--- src/rtl/pwm_pkg.sv ---
// pwm_pkg: shared state encoding and width helpers
// for the PWM fade sequencer and its tick generator.
package pwm_pkg;

  typedef enum logic [2:0] {
    IDLE      = 3'd0,
    RAMP_UP   = 3'd1,
    HOLD_HIGH = 3'd2,
    RAMP_DOWN = 3'd3,
    HOLD_LOW  = 3'd4
  } state_t;

  localparam int PREC_DEF  = 8;
  localparam int CMP_W_DEF = PREC_DEF + 1;

  // One guard bit so level/step sums never wrap.
  function automatic int cmp_w(input int prec);
    return prec + 1;
  endfunction

endpackage

--- src/rtl/pwm_fade_ctrl_if.sv ---
// pwm_fade_ctrl_if: control/status bundle between
// a control source (master) and the fade sequencer.
interface pwm_fade_ctrl_if
  import pwm_pkg::*;
#(
  parameter int PRECISION = PREC_DEF
);

  logic                 start;
  logic                 stop;
  logic                 loop;
  logic [PRECISION-1:0] duty_min;
  logic [PRECISION-1:0] duty_max;
  logic [PRECISION-1:0] step;
  logic [PRECISION-1:0] compare;
  logic                 busy;
  logic [2:0]           phase;
  logic                 cycle_done;

  modport master (
    output start, stop, loop,
    output duty_min, duty_max, step,
    input  compare, busy, phase, cycle_done
  );

  modport slave (
    input  start, stop, loop,
    input  duty_min, duty_max, step,
    output compare, busy, phase, cycle_done
  );

endinterface

--- src/rtl/pwm_tick_gen.sv ---
// pwm_tick_gen: free-running divider that pulses
// tick once every DIV clocks while enabled.
module pwm_tick_gen #(
  parameter int DIV = 10
) (
  input  logic clk,
  input  logic rst,
  input  logic enable,
  input  logic clear,
  output logic tick
);

  localparam int CW = (DIV > 2) ? $clog2(DIV) : 1;
  localparam logic [CW-1:0] LAST = CW'(DIV - 1);

  logic [CW-1:0] cnt;

  assign tick = enable && (cnt == LAST);

  // Divider count, restarted on clear, wraps on tick.
  always_ff @(posedge clk) begin
    if (rst || clear)
      cnt <= '0;
    else if (enable)
      cnt <= tick ? '0 : cnt + CW'(1);
  end

endmodule

--- src/rtl/pwm_fade_ctrl.sv ---
// pwm_fade_ctrl: ramp/hold fade sequencer driving a PWM compare.
// Define PWM_FADE_GAMMA_EN for squared (gamma) compare output.
module pwm_fade_ctrl
  import pwm_pkg::*;
#(
  parameter int CLK_NUM    = 27000000,
  parameter int PRECISION  = PREC_DEF,
  parameter int STEP_HZ    = 1000,
  parameter int TICK_DIV   = CLK_NUM / STEP_HZ,
  parameter int HOLD_TICKS = 256
) (
  input logic           clk,
  input logic           rst,
  pwm_fade_ctrl_if.slave bus
);

  localparam int W  = cmp_w(PRECISION);
  localparam int HW = $clog2(HOLD_TICKS + 1);
  localparam logic [HW-1:0] HLAST = HW'(HOLD_TICKS - 1);

  typedef logic [PRECISION-1:0] duty_t;

  state_t        state_q, state_d;
  duty_t         level_q, level_d;
  duty_t         min_q, min_d;
  duty_t         max_q, max_d;
  duty_t         step_q, step_d;
  logic          loop_q, loop_d;
  logic [HW-1:0] hold_q, hold_d;
  logic          done_q, done_d;
  logic          tick, start_acc, stop_acc;
  logic [W-1:0]  up_sum, dn_lim;

  assign start_acc = (state_q == IDLE) && bus.start && !bus.stop;
  assign stop_acc  = (state_q != IDLE) && bus.stop;
  assign up_sum    = {1'b0, level_q} + {1'b0, step_q};
  assign dn_lim    = {1'b0, min_q} + {1'b0, step_q};

  pwm_tick_gen #(.DIV(TICK_DIV)) u_tick (
    .clk    (clk),
    .rst    (rst),
    .enable (state_q != IDLE),
    .clear  (start_acc),
    .tick   (tick)
  );

  // Sequencer state and profile registers.
  always_ff @(posedge clk) begin
    if (rst) begin
      state_q <= IDLE;
      level_q <= '0;
      min_q   <= '0;
      max_q   <= '0;
      step_q  <= '0;
      loop_q  <= 1'b0;
      hold_q  <= '0;
      done_q  <= 1'b0;
    end else begin
      state_q <= state_d;
      level_q <= level_d;
      min_q   <= min_d;
      max_q   <= max_d;
      step_q  <= step_d;
      loop_q  <= loop_d;
      hold_q  <= hold_d;
      done_q  <= done_d;
    end
  end

  // Next state: stop beats tick and start.
  always_comb begin
    state_d = state_q;
    level_d = level_q;
    min_d   = min_q;
    max_d   = max_q;
    step_d  = step_q;
    loop_d  = loop_q;
    hold_d  = hold_q;
    done_d  = 1'b0;
    if (stop_acc) begin
      state_d = IDLE;
      level_d = '0;
      hold_d  = '0;
    end else begin
      unique case (state_q)
        IDLE: if (start_acc) begin
          min_d   = bus.duty_min;
          max_d   = (bus.duty_max < bus.duty_min) ?
                    bus.duty_min : bus.duty_max;
          step_d  = (bus.step == '0) ? duty_t'(1) : bus.step;
          loop_d  = bus.loop;
          level_d = bus.duty_min;
          hold_d  = '0;
          state_d = RAMP_UP;
        end
        RAMP_UP: if (tick) begin
          if (up_sum >= {1'b0, max_q}) begin
            level_d = max_q;
            hold_d  = '0;
            state_d = HOLD_HIGH;
          end else begin
            level_d = up_sum[PRECISION-1:0];
          end
        end
        HOLD_HIGH: if (tick) begin
          if (hold_q == HLAST) begin
            hold_d  = '0;
            state_d = RAMP_DOWN;
          end else begin
            hold_d = hold_q + HW'(1);
          end
        end
        RAMP_DOWN: if (tick) begin
          if ({1'b0, level_q} <= dn_lim) begin
            level_d = min_q;
            hold_d  = '0;
            state_d = HOLD_LOW;
          end else begin
            level_d = level_q - step_q;
          end
        end
        HOLD_LOW: if (tick) begin
          if (hold_q == HLAST) begin
            hold_d  = '0;
            done_d  = 1'b1;
            state_d = loop_q ? RAMP_UP : IDLE;
          end else begin
            hold_d = hold_q + HW'(1);
          end
        end
        default: state_d = IDLE;
      endcase
    end
  end

`ifdef PWM_FADE_GAMMA_EN
  logic [2*PRECISION-1:0] sq;
  duty_t                  cmp_q;

  assign sq = {{PRECISION{1'b0}}, level_q} *
              {{PRECISION{1'b0}}, level_q};

  // Squared level, one clock behind; stop zeroes it at once.
  always_ff @(posedge clk) begin
    if (rst || stop_acc)
      cmp_q <= '0;
    else
      cmp_q <= sq[2*PRECISION-1:PRECISION];
  end

  assign bus.compare = cmp_q;
`else
  assign bus.compare = level_q;
`endif

  assign bus.busy       = (state_q != IDLE);
  assign bus.phase      = state_q;
  assign bus.cycle_done = done_q;

endmodule
--- src/flat_wrapper.sv ---
// flat-port wrapper written by rule: the top's interface ports become plain ports
module pwm_fade_ctrl_flat import pwm_pkg::*;
#(
  parameter int CLK_NUM    = 27000000,
  parameter int PRECISION  = PREC_DEF,
  parameter int STEP_HZ    = 1000,
  parameter int TICK_DIV   = CLK_NUM / STEP_HZ,
  parameter int HOLD_TICKS = 256
)
  (clk, rst, bus_start, bus_stop, bus_loop, bus_duty_min, bus_duty_max, bus_step, bus_compare, bus_busy, bus_phase, bus_cycle_done);
  pwm_fade_ctrl_if #(.PRECISION(PRECISION)) bus_i ();
  input logic clk;
  input logic rst;
  input wire logic [$bits(bus_i.start)-1:0] bus_start;
  input wire logic [$bits(bus_i.stop)-1:0] bus_stop;
  input wire logic [$bits(bus_i.loop)-1:0] bus_loop;
  input wire logic [$bits(bus_i.duty_min)-1:0] bus_duty_min;
  input wire logic [$bits(bus_i.duty_max)-1:0] bus_duty_max;
  input wire logic [$bits(bus_i.step)-1:0] bus_step;
  output wire logic [$bits(bus_i.compare)-1:0] bus_compare;
  output wire logic [$bits(bus_i.busy)-1:0] bus_busy;
  output wire logic [$bits(bus_i.phase)-1:0] bus_phase;
  output wire logic [$bits(bus_i.cycle_done)-1:0] bus_cycle_done;
  assign bus_i.start = bus_start;
  assign bus_i.stop = bus_stop;
  assign bus_i.loop = bus_loop;
  assign bus_i.duty_min = bus_duty_min;
  assign bus_i.duty_max = bus_duty_max;
  assign bus_i.step = bus_step;
  assign bus_compare = bus_i.compare;
  assign bus_busy = bus_i.busy;
  assign bus_phase = bus_i.phase;
  assign bus_cycle_done = bus_i.cycle_done;
  pwm_fade_ctrl #(.CLK_NUM(CLK_NUM), .PRECISION(PRECISION), .STEP_HZ(STEP_HZ), .TICK_DIV(TICK_DIV), .HOLD_TICKS(HOLD_TICKS)) u_core (.clk(clk), .rst(rst), .bus(bus_i));
endmodule
--- config.mk ---
export PLATFORM = sky130hd
export DESIGN_NAME = pwm_fade_ctrl_flat
export DESIGN_NICKNAME = d
export VERILOG_FILES = /design/src/rtl/pwm_pkg.sv /design/src/rtl/pwm_fade_ctrl_if.sv /design/src/rtl/pwm_tick_gen.sv /design/src/rtl/pwm_fade_ctrl.sv /design/src/flat_wrapper.sv
export SDC_FILE = /design/constraint.sdc
export NUM_CORES = 1
export LEC_CHECK = 0
export ABC_AREA = 1
export BUFFER_PORTS_ARGS = -buffer_cell sky130_fd_sc_hd__clkbuf_2
export CAP_MARGIN = 20
export CELL_PAD_IN_SITES_DETAIL_PLACEMENT = 1
export CELL_PAD_IN_SITES_GLOBAL_PLACEMENT = 1
export CORE_AREA = 2 2 108 110
export CTS_CLUSTER_SIZE = 40
export DETAILED_ROUTE_END_ITERATION = 6
export DIE_AREA = 0 0 110 112
export GPL_TIMING_DRIVEN = 1
export PLACE_DENSITY_LB_ADDON = 0.1
export SYNTH_ARGS = -nofsm -noshare
export SYNTH_HDL_FRONTEND = slang
export SYNTH_SLANG_ARGS = --single-unit
--- constraint.sdc ---
create_clock -name clk -period 3.5 [get_ports clk]
set_input_delay 0.7 -clock clk [delete_from_list [all_inputs] [get_ports clk]]
set_output_delay 0.7 -clock clk [all_outputs]
set_load 0.1 [all_outputs]
# Yosys cells after proc, flatten, opt, wreduce, memory -nomap -nowiden
# Index checks and enable logic that the tools add are counted.
[word_totals]
regBits = 61
in_bits = 29
output_inout_bits = 13
[op_classes]
add_sub_neg = 5
n_lt_le_gt_ge = 3
eq_ne = 16
mux = 29
bitwise_logic = 3
n_reduce_logical = 18
[ops]
columns = ["op", "n"]
rows = [
  ["$mux W9", 7],
  ["$mux W8", 7],
  ["$pmux W9 S4", 1],
  ["$mux W3", 9],
  ["$pmux W8 S3", 1],
  ["$add A8 B8 Y9", 2],
  ["$add A15 B1 Y15 const B", 1],
  ["$eq A15 B15 Y1 const B", 1],
  ["$mux W15", 1],
  ["$pmux W3 S5", 1],
  ["$ne A2 B1 Y1 const B", 5],
  ["$ne A2 B2 Y1 const B", 5],
  ["$add A9 B1 Y9 const B", 1],
  ["$eq A9 B8 Y1 const B", 1],
  ["$ge A9 B8 Y1", 1],
  ["$le A8 B9 Y1", 1],
  ["$reduce_and A9 Y1", 1],
  ["$logic_not A8 Y1", 1],
  ["$lt A8 B8 Y1", 1],
  ["$sub A8 B8 Y8", 1],
  ["$reduce_and A7 Y1", 1],
  ["$eq A3 B2 Y1 const B", 2],
  ["$reduce_bool A3 Y1", 2],
  ["$logic_and A1 B1 Y1", 4],
  ["12 further kinds", 16],
]

# Depth between registers and ports, before layout
# Gate-level depths: netlist (run 1).
[depth]
ltp_word = 5
depth_mapped = 23
ltp_nobuf = 22

# Hierarchy
# From an unflattened synthesis (run 1), not the netlist that was laid out.
[hier_totals]
hier_cells = 763
hier_area_um2 = 5009.8
[by_module_without_submodules]
columns = ["module", "n_inst", "cells_per_inst", "area_per_inst_um2"]
rows = [
  ["pwm_fade_ctrl", 1, 627, 4127.7],
  ["pwm_tick_gen", 1, 136, 882.1],
]

# Worst setup path before layout (run 1)
# OpenSTA, ideal clock, no wires.
[synth_timing]
path_type = "register to register"
startpoint = "register u_core.level_q[3], in the netlist u_core.bus.compare[3]"
endpoint = "register u_core.hold_q[5]"
arrival_ns = 3.336
slack_ns = 0.051
path_stages_with_launch = 22
synth_period_minus_slack_ns = 3.449
cell_sequence = "dfxtp_1 > ha_1 > buf_4 > inv_1 > nand3_1 > nand2_2 > nand2_1 > nand2_1 > nand2_1 > nand2_1 > inv_1 > ha_1 > a21o_1 > nor2_1 > nand2_1 > nand2_2 > nand4_4 > nand3_4 > buf_8 > nand2_2 > nand2_1 > nor2_1"
[synth_between]
elab_chain_len = 4
[synth_lines]
columns = ["element", "line", "source"]
rows = [
  ["start, declared", "pwm_fade_ctrl.sv:24", "duty_t level_q, level_d;"],
  ["start signal, assigned", "pwm_fade_ctrl.sv:60", "level_q <= level_d;"],
  ["$add A8 B8 Y9", "pwm_fade_ctrl.sv:36", "assign up_sum = {1'b0, level_q} + {1'b0, step_q};"],
  ["$ge A9 B8 Y1", "pwm_fade_ctrl.sv:97", "if (up_sum >= {1'b0, max_q}) begin"],
  ["$ne A2 B1 Y1 (no line)", "-", ""],
  ["$reduce_and A7 Y1 (no line) (*)", "-", ""],
  ["end signal, assigned", "pwm_fade_ctrl.sv:65", "hold_q <= hold_d;"],
  ["end, declared", "pwm_fade_ctrl.sv:29", "logic [HW-1:0] hold_q, hold_d;"],
]
# Every way passes the cells marked *; elsewhere a longest branch is shown, timed or not.
# A chain may end at the register's enable or synchronous reset.

# Final worst setup path (run 1)
[layout_timing]
startpoint = "register u_core.level_q[0], in the netlist u_core.bus.compare[0]"
endpoint = "register u_core.hold_q[0]"
# The elaborated chain is that of the path after synthesis.

==> results.sh, run 1 <==
export IMPL_p_clk_frac=0.199
export IMPL_crit_chain="ha_1 -> fa_1 -> nand3_1 -> nand2_2 -> xor2_1 -> inv_1 -> ha_1 -> nand2_1 -> inv_1 -> nand2_1 -> nor2_1 -> nor2_1 -> nand2_1 -> nand2_2 -> nand4_4 -> nand3_2 -> a21oi_1 -> nor2_1"
export IMPL_clk_latency_ns=0.33
export IMPL_swShare=0.506
export IMPL_vias_per_cell=5.34
export IMPL_p_per_area_nw_per_um2=806
export IMPL_fin_nets=830
export IMPL_clockBufferDepth=2
export IMPL_cpPeakStageDelay_ns=0.44
export IMPL_reg2reg_to="u_core.hold_q[0]"
export IMPL_fp_dieH_um=112
export IMPL_crit_arrival_ns=3.51
export IMPL_crit_required_ns=3.72
export IMPL_cts_root_buf="clkbuf_16"
export IMPL_finalHoldViolCount=0
export IMPL_ys_seq_area_frac=0.254
export IMPL_fin_ws_ns=0.209
export IMPL_status="completed"
export IMPL_io_pins=42
export IMPL_cts_tree="done"
export IMPL_combPwrFrac=0.596
export IMPL_dr_total_vias=4796
export IMPL_fmax_ghz=0.304
export IMPL_core_area_um2=11200
export IMPL_power_switching_w=0.00225
export IMPL_grt_overflow_total=0
export IMPL_antenna_cells=0
export IMPL_max_cap_viol_count=0
export IMPL_ys_warn_count=0
export IMPL_cts_sinks=61
export IMPL_clk_pin_slew_ns=0.05
export IMPL_slew_headroom=0.604
export IMPL_setup_violations=0
export IMPL_grt_use_total=0.259
export IMPL_antenna_left=0
export IMPL_yosys_area_top_type="dfxtp_1"
export IMPL_pwr_share_seq=0.205
export IMPL_grt_pass1_vias=4987
export IMPL_ys_dominant_reg_cell="dfxtp_1"
export IMPL_synth_top_family_by_area="simple AND/OR/NAND/NOR gates"
export IMPL_fin_worst_skew_ns=0.00349
export IMPL_num_rows=39
export IMPL_portBuffers=41
export IMPL_grt_antenna_before_repair=0
export IMPL_cp_start_kind="flop"
export IMPL_synth_area_leaders="dfxtp_1, ha_1, nand2_1, inv_1, a21oi_1"
export IMPL_numPlacedInstances=880
export IMPL_grt_pass1_wl_mm=24.6
export IMPL_synth_edf_count=0
export IMPL_start_util=0.431
export IMPL_cp_endpoint="u_core.hold_q[0]"
export IMPL_async_reset_ff_frac=0
export IMPL_worstMarginPinSlew_ns=0.593
export IMPL_dp_slack_ns=0.205
export IMPL_worstSetupStartpoint="u_core.bus.compare[0]"
export IMPL_grt_max_degree=20
export IMPL_power_leakage_nw=2.67
export IMPL_timing_final_crit_share=0.940
export IMPL_synth_xor_area_frac=0.0327
export IMPL_syn_nets=783
export IMPL_hold_path_class="flop to flop"
export IMPL_die_area_um2=12300
export IMPL_synth_top_area_frac=0.254
export IMPL_cts_made_buffers=9
export IMPL_path_max_fanout=10
export IMPL_r2r_setup_slack_ns=0.21
export IMPL_reg2reg_from="u_core.bus.compare[0]"
export IMPL_synth_simple_gate_area_frac=0.333
export IMPL_rr_worst_depth=18
export IMPL_worst_path_dominant_cell_family="simple AND/OR/NAND/NOR gates"
export IMPL_cp_num_buf_inv=2
export IMPL_ys_ff_latch=61
export IMPL_syn_inst=703
export IMPL_power_internal_w=0.00219
export IMPL_slew_viol_final=0
export IMPL_drc=0
export IMPL_dp_hpwl_mm=12.2
export IMPL_crit_cells=18
export IMPL_setup_worst_path_end_class="flop"
export IMPL_wl_per_cell_um=16.9
export IMPL_synth_compound_area_share=0.136
export IMPL_period_minus_slack_ns=3.29
export IMPL_die_w_um=110
export IMPL_drtIter0Drc=202
export IMPL_drive_gt1_frac=0.160
export IMPL_area_delta_synth_final_pct=14.2
export IMPL_worstSetupPathType="flop to flop"
export IMPL_synth_adder_area_share=0.137
export IMPL_yosysUniqueCellTypes=49
export IMPL_synth_area_um2=4820
export IMPL_syn_avg_cell_area_um2=6.85
export IMPL_final_cells=898
export IMPL_synth_mux_area_frac=0
export IMPL_cpMaxStageDelayCell="fa_1"
export IMPL_peakVddDrop_mv=0.443
export IMPL_firstDrtPassIters=4
export IMPL_routed_wl_mm=15.2
export IMPL_gp_congestion=0.895
export IMPL_htreeDepth=3
==> cells in the final DEF, fill, tap and decap left out, drive strengths merged, types with 8 or more instances in the layout <==
cell and n:
inv 108, nor2 79, buf 9, xor2 14, nand4 24, nand3 56, a21oi 58, o21ai 36
dfxtp 61, ha 48, nor3 8, clkbuf 53, nand2 154, o22ai 12
==> cells by family after synthesis <==
logic type               Yosys count
AO/OA/AOI/OAI                    119
XOR/XNOR                          18
adder cells (fa/ha/maj)           51
buffers and inverters            126
flip-flops                        61
AND/OR/NAND/NOR                  328
==> worst min-delay path, cell delays in order, from the launching register on <==
cell and delay (ns):
dfxtp_1 0.31, nand3_1 0.07, inv_1 0.03
==> synthesized netlist by cell type (2+ instances only) <==
master,n
nand2_1,140
inv_1,100
nor2_1,66
dfxtp_1,61
a21oi_1,56
nand3_1,49
ha_1,48
o21ai_0,33
nand4_1,22
xor2_1,14
nand2_2,12
o22ai_1,12
buf_2,8
inv_2,7
nor2_2,7
nor2_4,6
nor3_1,6
o21a_1,4
xnor2_1,4
buf_4,3
fa_1,3
nand3_2,3
nand3_4,3
a21oi_2,2
a22o_1,2
a31oi_1,2
clkinv_1,2
nand2_4,2
nand4_4,2
nor3_2,2
nor4_1,2
o21ai_1,2
o21bai_1,2
==> sequential cells by signal, summed over array words and instances, names as in the netlist <==
name,count
u_core.bus.compare,8
u_core.bus.cycle_done,1
u_core.bus.phase,3
u_core.hold_q,9
u_core.loop_q,1
u_core.max_q,8
u_core.min_q,8
u_core.step_q,8
u_core.u_tick.cnt,15
==> layer usage <==
layer  track usage  vias up  wire (µm)
li1              -     2399          -
met1         0.325     2289       6680
met2         0.450       77       7630
met3        0.0381       31        487
met4        0.0835        0        370
met5             0        -          0
==> power groups by stage <==
stage                     clock network [W]  registers (W)  logic (W)
after floorplan                           0        0.00110    0.00175
after global placement                    0       0.000916    0.00244
after detailed placement                  0       0.000921    0.00253
after CTS                          0.000900       0.000906    0.00254
after global routing               0.000930       0.000919    0.00292
final                              0.000884       0.000907    0.00264
==> layout make-up <==
cell class	instances	area (µm²)
Clock buffer	12	246
Clock inverter	4	47.5
Fill cell	1515	5680
Inverter	111	420
Multi-Input combinational cell	517	3100
Sequential cell	61	1220
Tap cell	143	179
Timing Repair Buffer	50	285
==> worst min-delay path by stage <==
stage / from / endpoint / slack, ns / depth (start not counted)
after global placement: u_core.hold_q[8] / u_core.hold_q[8] / 0.45 / 2
after floorplan: u_core.hold_q[8] / u_core.hold_q[8] / 0.43 / 2
after CTS: u_core.hold_q[8] / u_core.hold_q[8] / 0.47 / 2
after detailed placement: u_core.hold_q[8] / u_core.hold_q[8] / 0.45 / 2
after global routing: u_core.hold_q[8] / u_core.hold_q[8] / 0.50 / 2
final: u_core.hold_q[8] / u_core.hold_q[8] / 0.46 / 2
==> metrics by stage <==
stage	total power (W)	util	area (µm²)	hold WS, ns	setup TNS [ns]
2_1_floorplan	0.00286	-	4820	0.433	0
3_3_place_gp	0.00336	0.462	5160	0.446	0
3_5_place_dp	0.00345	0.462	5160	0.455	0
4_1_cts	0.00435	0.489	5460	0.466	0
5_1_grt	0.00477	0.492	5500	0.498	-0.0122
6_report	0.00443	0.492	5500	0.463	0
==> repair_timing <==
| item | 4_1_cts | 5_1_grt |
|---|---|---|
| hold buffers | 0 | 0 |
| endpoints found under the hold margin | 0 | 0 |
| setup endpoints to repair | 0 | 17 |
| gates resized for setup | 0 | 3 |
| setup buffers | 0 | 1 |
No activity file was read; power rests on OpenSTA's default activity.
==> inputs of run 2 (changes only) <==
--- a/config.mk
+++ b/config.mk
@@ -10,10 +10,11 @@
 export CAP_MARGIN = 20
 export CELL_PAD_IN_SITES_DETAIL_PLACEMENT = 1
 export CELL_PAD_IN_SITES_GLOBAL_PLACEMENT = 1
-export CORE_AREA = 2 2 108 110
+export CORE_AREA = 2 2 107 109
+export CTS_BUF_LIST = sky130_fd_sc_hd__clkbuf_4 sky130_fd_sc_hd__clkbuf_8
 export CTS_CLUSTER_SIZE = 40
 export DETAILED_ROUTE_END_ITERATION = 6
-export DIE_AREA = 0 0 110 112
+export DIE_AREA = 0 0 109 111
 export GPL_TIMING_DRIVEN = 1
 export PLACE_DENSITY_LB_ADDON = 0.1
 export SYNTH_ARGS = -nofsm -noshare
==> run 2 against run 1 <==
Against the previous run:
- largest cell class unchanged
- wire length is 1.9% lower
- clock skew is 0.0050 ns higher
- clock power is 26% lower
- final cell count stayed put
==> results.sh, run 2 (synthesis results as in run 1) <==
export IMPL_status="completed"
export IMPL_slew_viol_final=0
export IMPL_pwr_share_seq=0.217
export IMPL_grt_overflow_total=0
export IMPL_postCtsHoldBufs=0
export IMPL_reg2reg_to="u_core.hold_q[1]"
export IMPL_rsz0062_at_grt="no"
export IMPL_vias_per_cell=5.39
export IMPL_finalHoldViolCount=0
export IMPL_p_clk_frac=0.156
export IMPL_path_max_fanout=14
export IMPL_area_delta_synth_final_pct=12.2
export IMPL_drtIter0Drc=161
export IMPL_timing_final_crit_share=0.922
export IMPL_gp_congestion=0.873
export IMPL_clockBufferDepth=2
export IMPL_reg2reg_from="u_core.step_q[0]"
export IMPL_hold_path_class="flop to flop"
export IMPL_cts_made_buffers=9
export IMPL_die_w_um=109
export IMPL_reg_top3="u_core.u_tick.cnt (15), u_core.hold_q (9)"
export IMPL_start_util=0.435
export IMPL_cts_root_buf="clkbuf_8"
export IMPL_layout_common_cells="nand2_1, inv_1, nor2_1"
export IMPL_dp_hpwl_mm=12.0
export IMPL_hold_start="u_core.hold_q[7]"
export IMPL_grt_pass1_wl_mm=24.6
export IMPL_antenna_left=0
export IMPL_peakVddDrop_mv=0.416
export IMPL_min_delay_path_depth=2
export IMPL_fin_worst_skew_ns=0.00850
export IMPL_grt_max_degree=20
export IMPL_grt_use_total=0.260
export IMPL_setup_violations=0
export IMPL_io_pins=42
export IMPL_cts_sinks=61
export IMPL_final_common_cell="nand2_1"
export IMPL_worstMarginPinSlew_ns=0.593
export IMPL_hold_path_endpoint="u_core.hold_q[7]"
export IMPL_power_leakage_nw=2.63
export IMPL_power_internal_w=0.00199
export IMPL_die_area_um2=12100
export IMPL_cts_tree="done"
export IMPL_clk_pin_slew_ns=0.07
export IMPL_grt_pass1_vias=4999
export IMPL_timing_setup_tns_ns=0
export IMPL_place_area_um2=5160
export IMPL_fp_dieH_um=111
export IMPL_largest_register="u_core.u_tick.cnt"
export IMPL_cp_start_kind="flop"
export IMPL_largest_register_ff_count=15
export IMPL_routed_wl_mm=14.9
export IMPL_antenna_cells=0
export IMPL_swShare=0.524
export IMPL_setup_worst_path_end_class="flop"
export IMPL_period_minus_slack_ns=3.23
export IMPL_num_rows=39
export IMPL_fin_nets=830
export IMPL_drive_gt1_frac=0.163
export IMPL_firstDrtPassIters=4
export IMPL_combPwrFrac=0.627
export IMPL_drc=0
export IMPL_fmax_ghz=0.310
export IMPL_grt_antenna_before_repair=0
export IMPL_p_per_area_nw_per_um2=775
export IMPL_holdWs_ns=0.481
export IMPL_dr_total_vias=4836
export IMPL_max_cap_viol_count=0
export IMPL_slew_headroom=0.604
export IMPL_crit_arrival_ns=3.47
export IMPL_power_switching_w=0.00220
export IMPL_wl_per_cell_um=16.6
export IMPL_finalInstanceArea_um2=5410
export IMPL_crit_required_ns=3.75
export IMPL_core_area_um2=11100
export IMPL_clk_latency_ns=0.35
export IMPL_n_fill_cell=1495
export IMPL_worstSetupStartpoint="u_core.step_q[0]"
export IMPL_worstSetupPathType="flop to flop"
export IMPL_htreeDepth=3
export IMPL_portBuffers=41
export IMPL_rr_worst_depth=18
export IMPL_r2r_setup_slack_ns=0.27
-- run 2: cell count changes in the layout (fill, tap and decap cells not counted), sizes merged --
cell | previous run | this run
nand3 | 56 | 55
buf | 9 | 10
-- run 2: metrics by stage --
| step | setup WS, ns | std cells | power [W] | utilization |
|---|---|---|---|---|
| after detailed placement | 0.145 | 880 | 0.00344 | 0.466 |
| after CTS | 0.0414 | 896 | 0.00412 | 0.484 |
| after global routing | 0.00632 | 898 | 0.00455 | 0.488 |
| after floorplan | 0.0514 | 703 | 0.00286 | - |
| after global placement | 0.238 | 880 | 0.00336 | 0.466 |
| final | 0.274 | 898 | 0.00419 | 0.488 |
-- run 2: how the worst max path moves through the flow --
stage                       end  depth (start not counted)
3_5_place_dp   u_core.hold_q[1]                         19
2_1_floorplan  u_core.hold_q[5]                         21
3_3_place_gp   u_core.hold_q[0]                         19
6_report       u_core.hold_q[1]                         18
4_1_cts        u_core.hold_q[2]                         15
5_1_grt        u_core.hold_q[2]                         18
-- run 2: critical path, cell delays in order, from the launching register on --
cell	delay, ns
dfxtp_1	0.35
ha_1	0.24
fa_1	0.42
nand3_1	0.12
nand2_2	0.10
xor2_1	0.19
inv_1	0.07
ha_1	0.30
a21oi_1	0.19
nand2_1	0.09
nand3_1	0.08
nand2_1	0.07
nand2_2	0.12
buf_4	0.16
nand4_4	0.16
nand3_4	0.26
nand2_1	0.09
nand2_1	0.07
nor2_1	0.04
-- run 2: repair_timing --
action / in CTS / in global routing
hold endpoints to repair: 0 / 0
buffers inserted: 0 / 2
setup endpoints to repair: 0 / 19
gates resized for setup: 0 / 4
-- run 2: power groups by stage --
stage          clock network, W  logic, W  registers, W
2_1_floorplan                 0   0.00175       0.00110
3_3_place_gp                  0   0.00244      0.000917
3_5_place_dp                  0   0.00251      0.000923
4_1_cts                0.000666   0.00254      0.000907
5_1_grt                0.000697   0.00293      0.000919
6_report               0.000655   0.00263      0.000909
-- run 2: layout make-up --
cell class,instances,area (µm²),area share
Clock inverter,4,47.5,0.00880
Clock buffer,12,153,0.0282
Timing Repair Buffer,51,293,0.0542
Sequential cell,61,1220,0.226
Inverter,111,420,0.0778
Multi-Input combinational cell,516,3090,0.572
Tap cell,143,179,0.0331
-- run 2: per-layer routing --
layer,vias to the layer above,GRT usage,share of wire
met1,2348,0.321,0.45
met2,57,0.449,0.50
met3,29,0.0323,0.025
li1,2402,-,-
met4,0,0.109,0.027
met5,-,0,0
==> inputs of run 3 (changes only) <==
--- a/config.mk
+++ b/config.mk
@@ -6,7 +6,7 @@
 export NUM_CORES = 1
 export LEC_CHECK = 0
 export ABC_AREA = 1
-export BUFFER_PORTS_ARGS = -buffer_cell sky130_fd_sc_hd__clkbuf_2
+export BUFFER_PORTS_ARGS = -buffer_cell sky130_fd_sc_hd__buf_2
 export CAP_MARGIN = 20
 export CELL_PAD_IN_SITES_DETAIL_PLACEMENT = 1
 export CELL_PAD_IN_SITES_GLOBAL_PLACEMENT = 1
==> run 3 against run 2 <==
Against the previous run:
- hold slack got worse by 0.016 ns
- critical path type unchanged
- highest routed layer unchanged
- clock power fell by 3.2%
- setup slack better by 0.0022 ns
- non-clock buffer count decreased by 2
- sequential share of layout area increased by 0.084 points
- global-route usage down 0.13 points
- maximum frequency hardly changed
==> results.sh, run 3 (synthesis results as in run 1) <==
export IMPL_status="completed"
export IMPL_vias_per_cell=5.39
export IMPL_htreeDepth=3
export IMPL_reg_top3="u_core.u_tick.cnt (15), u_core.hold_q (9)"
export IMPL_worstMarginPinSlew_ns=0.578
export IMPL_cpPeakStageDelay_ns=0.53
export IMPL_dr_total_vias=4817
export IMPL_path_max_fanout=7
export IMPL_final_common_cell="nand2_1"
export IMPL_gp_congestion=0.868
export IMPL_setup_worst_path_end_class="flop"
export IMPL_drive_gt1_frac=0.160
export IMPL_grt_max_degree=20
export IMPL_finalHoldViolCount=0
export IMPL_setup_violations=0
export IMPL_crit_required_ns=3.75
export IMPL_portBuffers=41
export IMPL_largest_register_ff_count=15
export IMPL_dp_slack_ns=0.143
export IMPL_cts_sinks=61
export IMPL_firstDrtPassIters=6
export IMPL_grt_antenna_before_repair=0
export IMPL_slew_headroom=0.614
export IMPL_worstSetupPathType="flop to flop"
export IMPL_hold_path_class="flop to flop"
export IMPL_numPlacedInstances=878
export IMPL_fin_worst_skew_ns=0.00686
export IMPL_clk_latency_ns=0.35
export IMPL_n_fill_cell=1463
export IMPL_core_area_um2=11100
export IMPL_max_cap_viol_count=0
export IMPL_period_minus_slack_ns=3.22
export IMPL_cp_num_buf_inv=5
export IMPL_routed_wl_mm=14.9
export IMPL_wl_per_cell_um=16.7
export IMPL_clk_pin_slew_ns=0.07
export IMPL_grt_pass1_vias=4981
export IMPL_start_util=0.435
export IMPL_drc=0
export IMPL_clockBufferDepth=2
export IMPL_postLayoutCoreUtil=0.486
export IMPL_r2r_setup_slack_ns=0.28
export IMPL_num_rows=39
export IMPL_grt_pass1_wl_mm=24.3
export IMPL_antenna_cells=0
export IMPL_io_pins=42
export IMPL_layout_common_cells="nand2_1, inv_1, nor2_1"
export IMPL_worst_path_dominant_cell_family="simple AND/OR/NAND/NOR gates"
export IMPL_seqCellArea_um2=1220
export IMPL_largest_register="u_core.u_tick.cnt"
export IMPL_area_delta_synth_final_pct=11.8
export IMPL_fin_nets=829
export IMPL_drtIter0Drc=221
export IMPL_cp_common_cell="nand2_1"
export IMPL_antenna_left=0
export IMPL_dp_hpwl_mm=11.9
export IMPL_grt_use_total=0.259
export IMPL_timing_final_crit_share=0.921
export IMPL_slew_viol_final=0
export IMPL_power_leakage_nw=2.62
export IMPL_fin_ws_ns=0.276
export IMPL_grt_overflow_total=0
export IMPL_crit_chain="inv_1 -> ha_1 -> inv_1 -> nand3_1 -> nand2_1 -> xor2_1 -> inv_1 -> ha_1 -> nand2_1 -> inv_1 -> nand2_1 -> nand2_1 -> nand3_1 -> nand2_1 -> nand2_2 -> buf_4 -> nand4_4 -> nand3_2 -> a21oi_1 -> nor2_1"
export IMPL_holdWs_ns=0.465
export IMPL_cts_root_buf="clkbuf_8"
export IMPL_final_cells=894
export IMPL_cpMaxStageDelayCell="dfxtp_1"
export IMPL_fp_dieH_um=111
export IMPL_cts_tree="done"
export IMPL_crit_arrival_ns=3.47
export IMPL_p_per_area_nw_per_um2=773
export IMPL_fmax_ghz=0.310
export IMPL_peakVddDrop_mv=0.468
export IMPL_multi_input_area_um2=3100
export IMPL_cp_start_kind="flop"
export IMPL_die_area_um2=12100
export IMPL_die_w_um=109
export IMPL_cts_made_buffers=9
run 3: power by group:
group	leakage [nW]	total, W	switching (W)	internal (W)
registers	0.497	0.000914	0.000121	0.000793
clock network	0.0971	0.000634	0.000280	0.000355
logic	2.02	0.00261	0.00178	0.000835
total	2.62	0.00416	0.00218	0.00198
run 3: worst paths after layout:
kind / startpoint / end / depth (start not counted)
worst max-delay path: u_core.step_q[1] / u_core.hold_q[2] / 20
worst min register to register: u_core.hold_q[8] / u_core.hold_q[8] / 2
worst max register to register: u_core.step_q[1] / u_core.hold_q[2] / 20
worst min-delay path: u_core.hold_q[8] / u_core.hold_q[8] / 2
run 3: per-stage QoR:
step / setup TNS [ns] / power (W) / area [µm²]
after floorplan: 0 / 0.00286 / 4820
after global placement: 0 / 0.00334 / 5150
after detailed placement: 0 / 0.00343 / 5150
after CTS: 0 / 0.00408 / 5340
after global routing: -0.0346 / 0.00453 / 5390
final: 0 / 0.00416 / 5390
run 3: what timing repair did:
action / in CTS / in global routing
endpoints found under the setup margin: 0 / 19
setup buffers: 0 / 2
hold buffers: 0 / 0
resized for setup: 0 / 4
run 3: final cells by class:
type / count / share of cell area
inverters: 111 / 0.0781
multi-input cells: 517 / 0.576
clock inverters: 2 / 0.00651
flip-flops and latches: 61 / 0.227
well taps: 143 / 0.0332
repair buffers: 49 / 0.0516
clock buffers: 11 / 0.0281
run 3: worst register-to-register path, delay by kind of cell (launching register included):
family	cells	cell delay, ns
XOR/XNOR	1	0.23
adder cells (fa/ha/maj)	2	0.58
AND/OR/NAND/NOR	11	1.06
AO/OA/AOI/OAI	1	0.17
flip-flops	1	0.53
buffers and inverters	5	0.56
run 3: metal layers:
| layer | track usage | up-vias | part of all wire |
|---|---|---|---|
| met1 | 0.307 | 2301 | 0.43 |
| met4 | 0.120 | 0 | 0.032 |
| met2 | 0.448 | 78 | 0.50 |
| met3 | 0.0412 | 37 | 0.036 |
| met5 | 0 | - | 0 |
| li1 | - | 2401 | - |
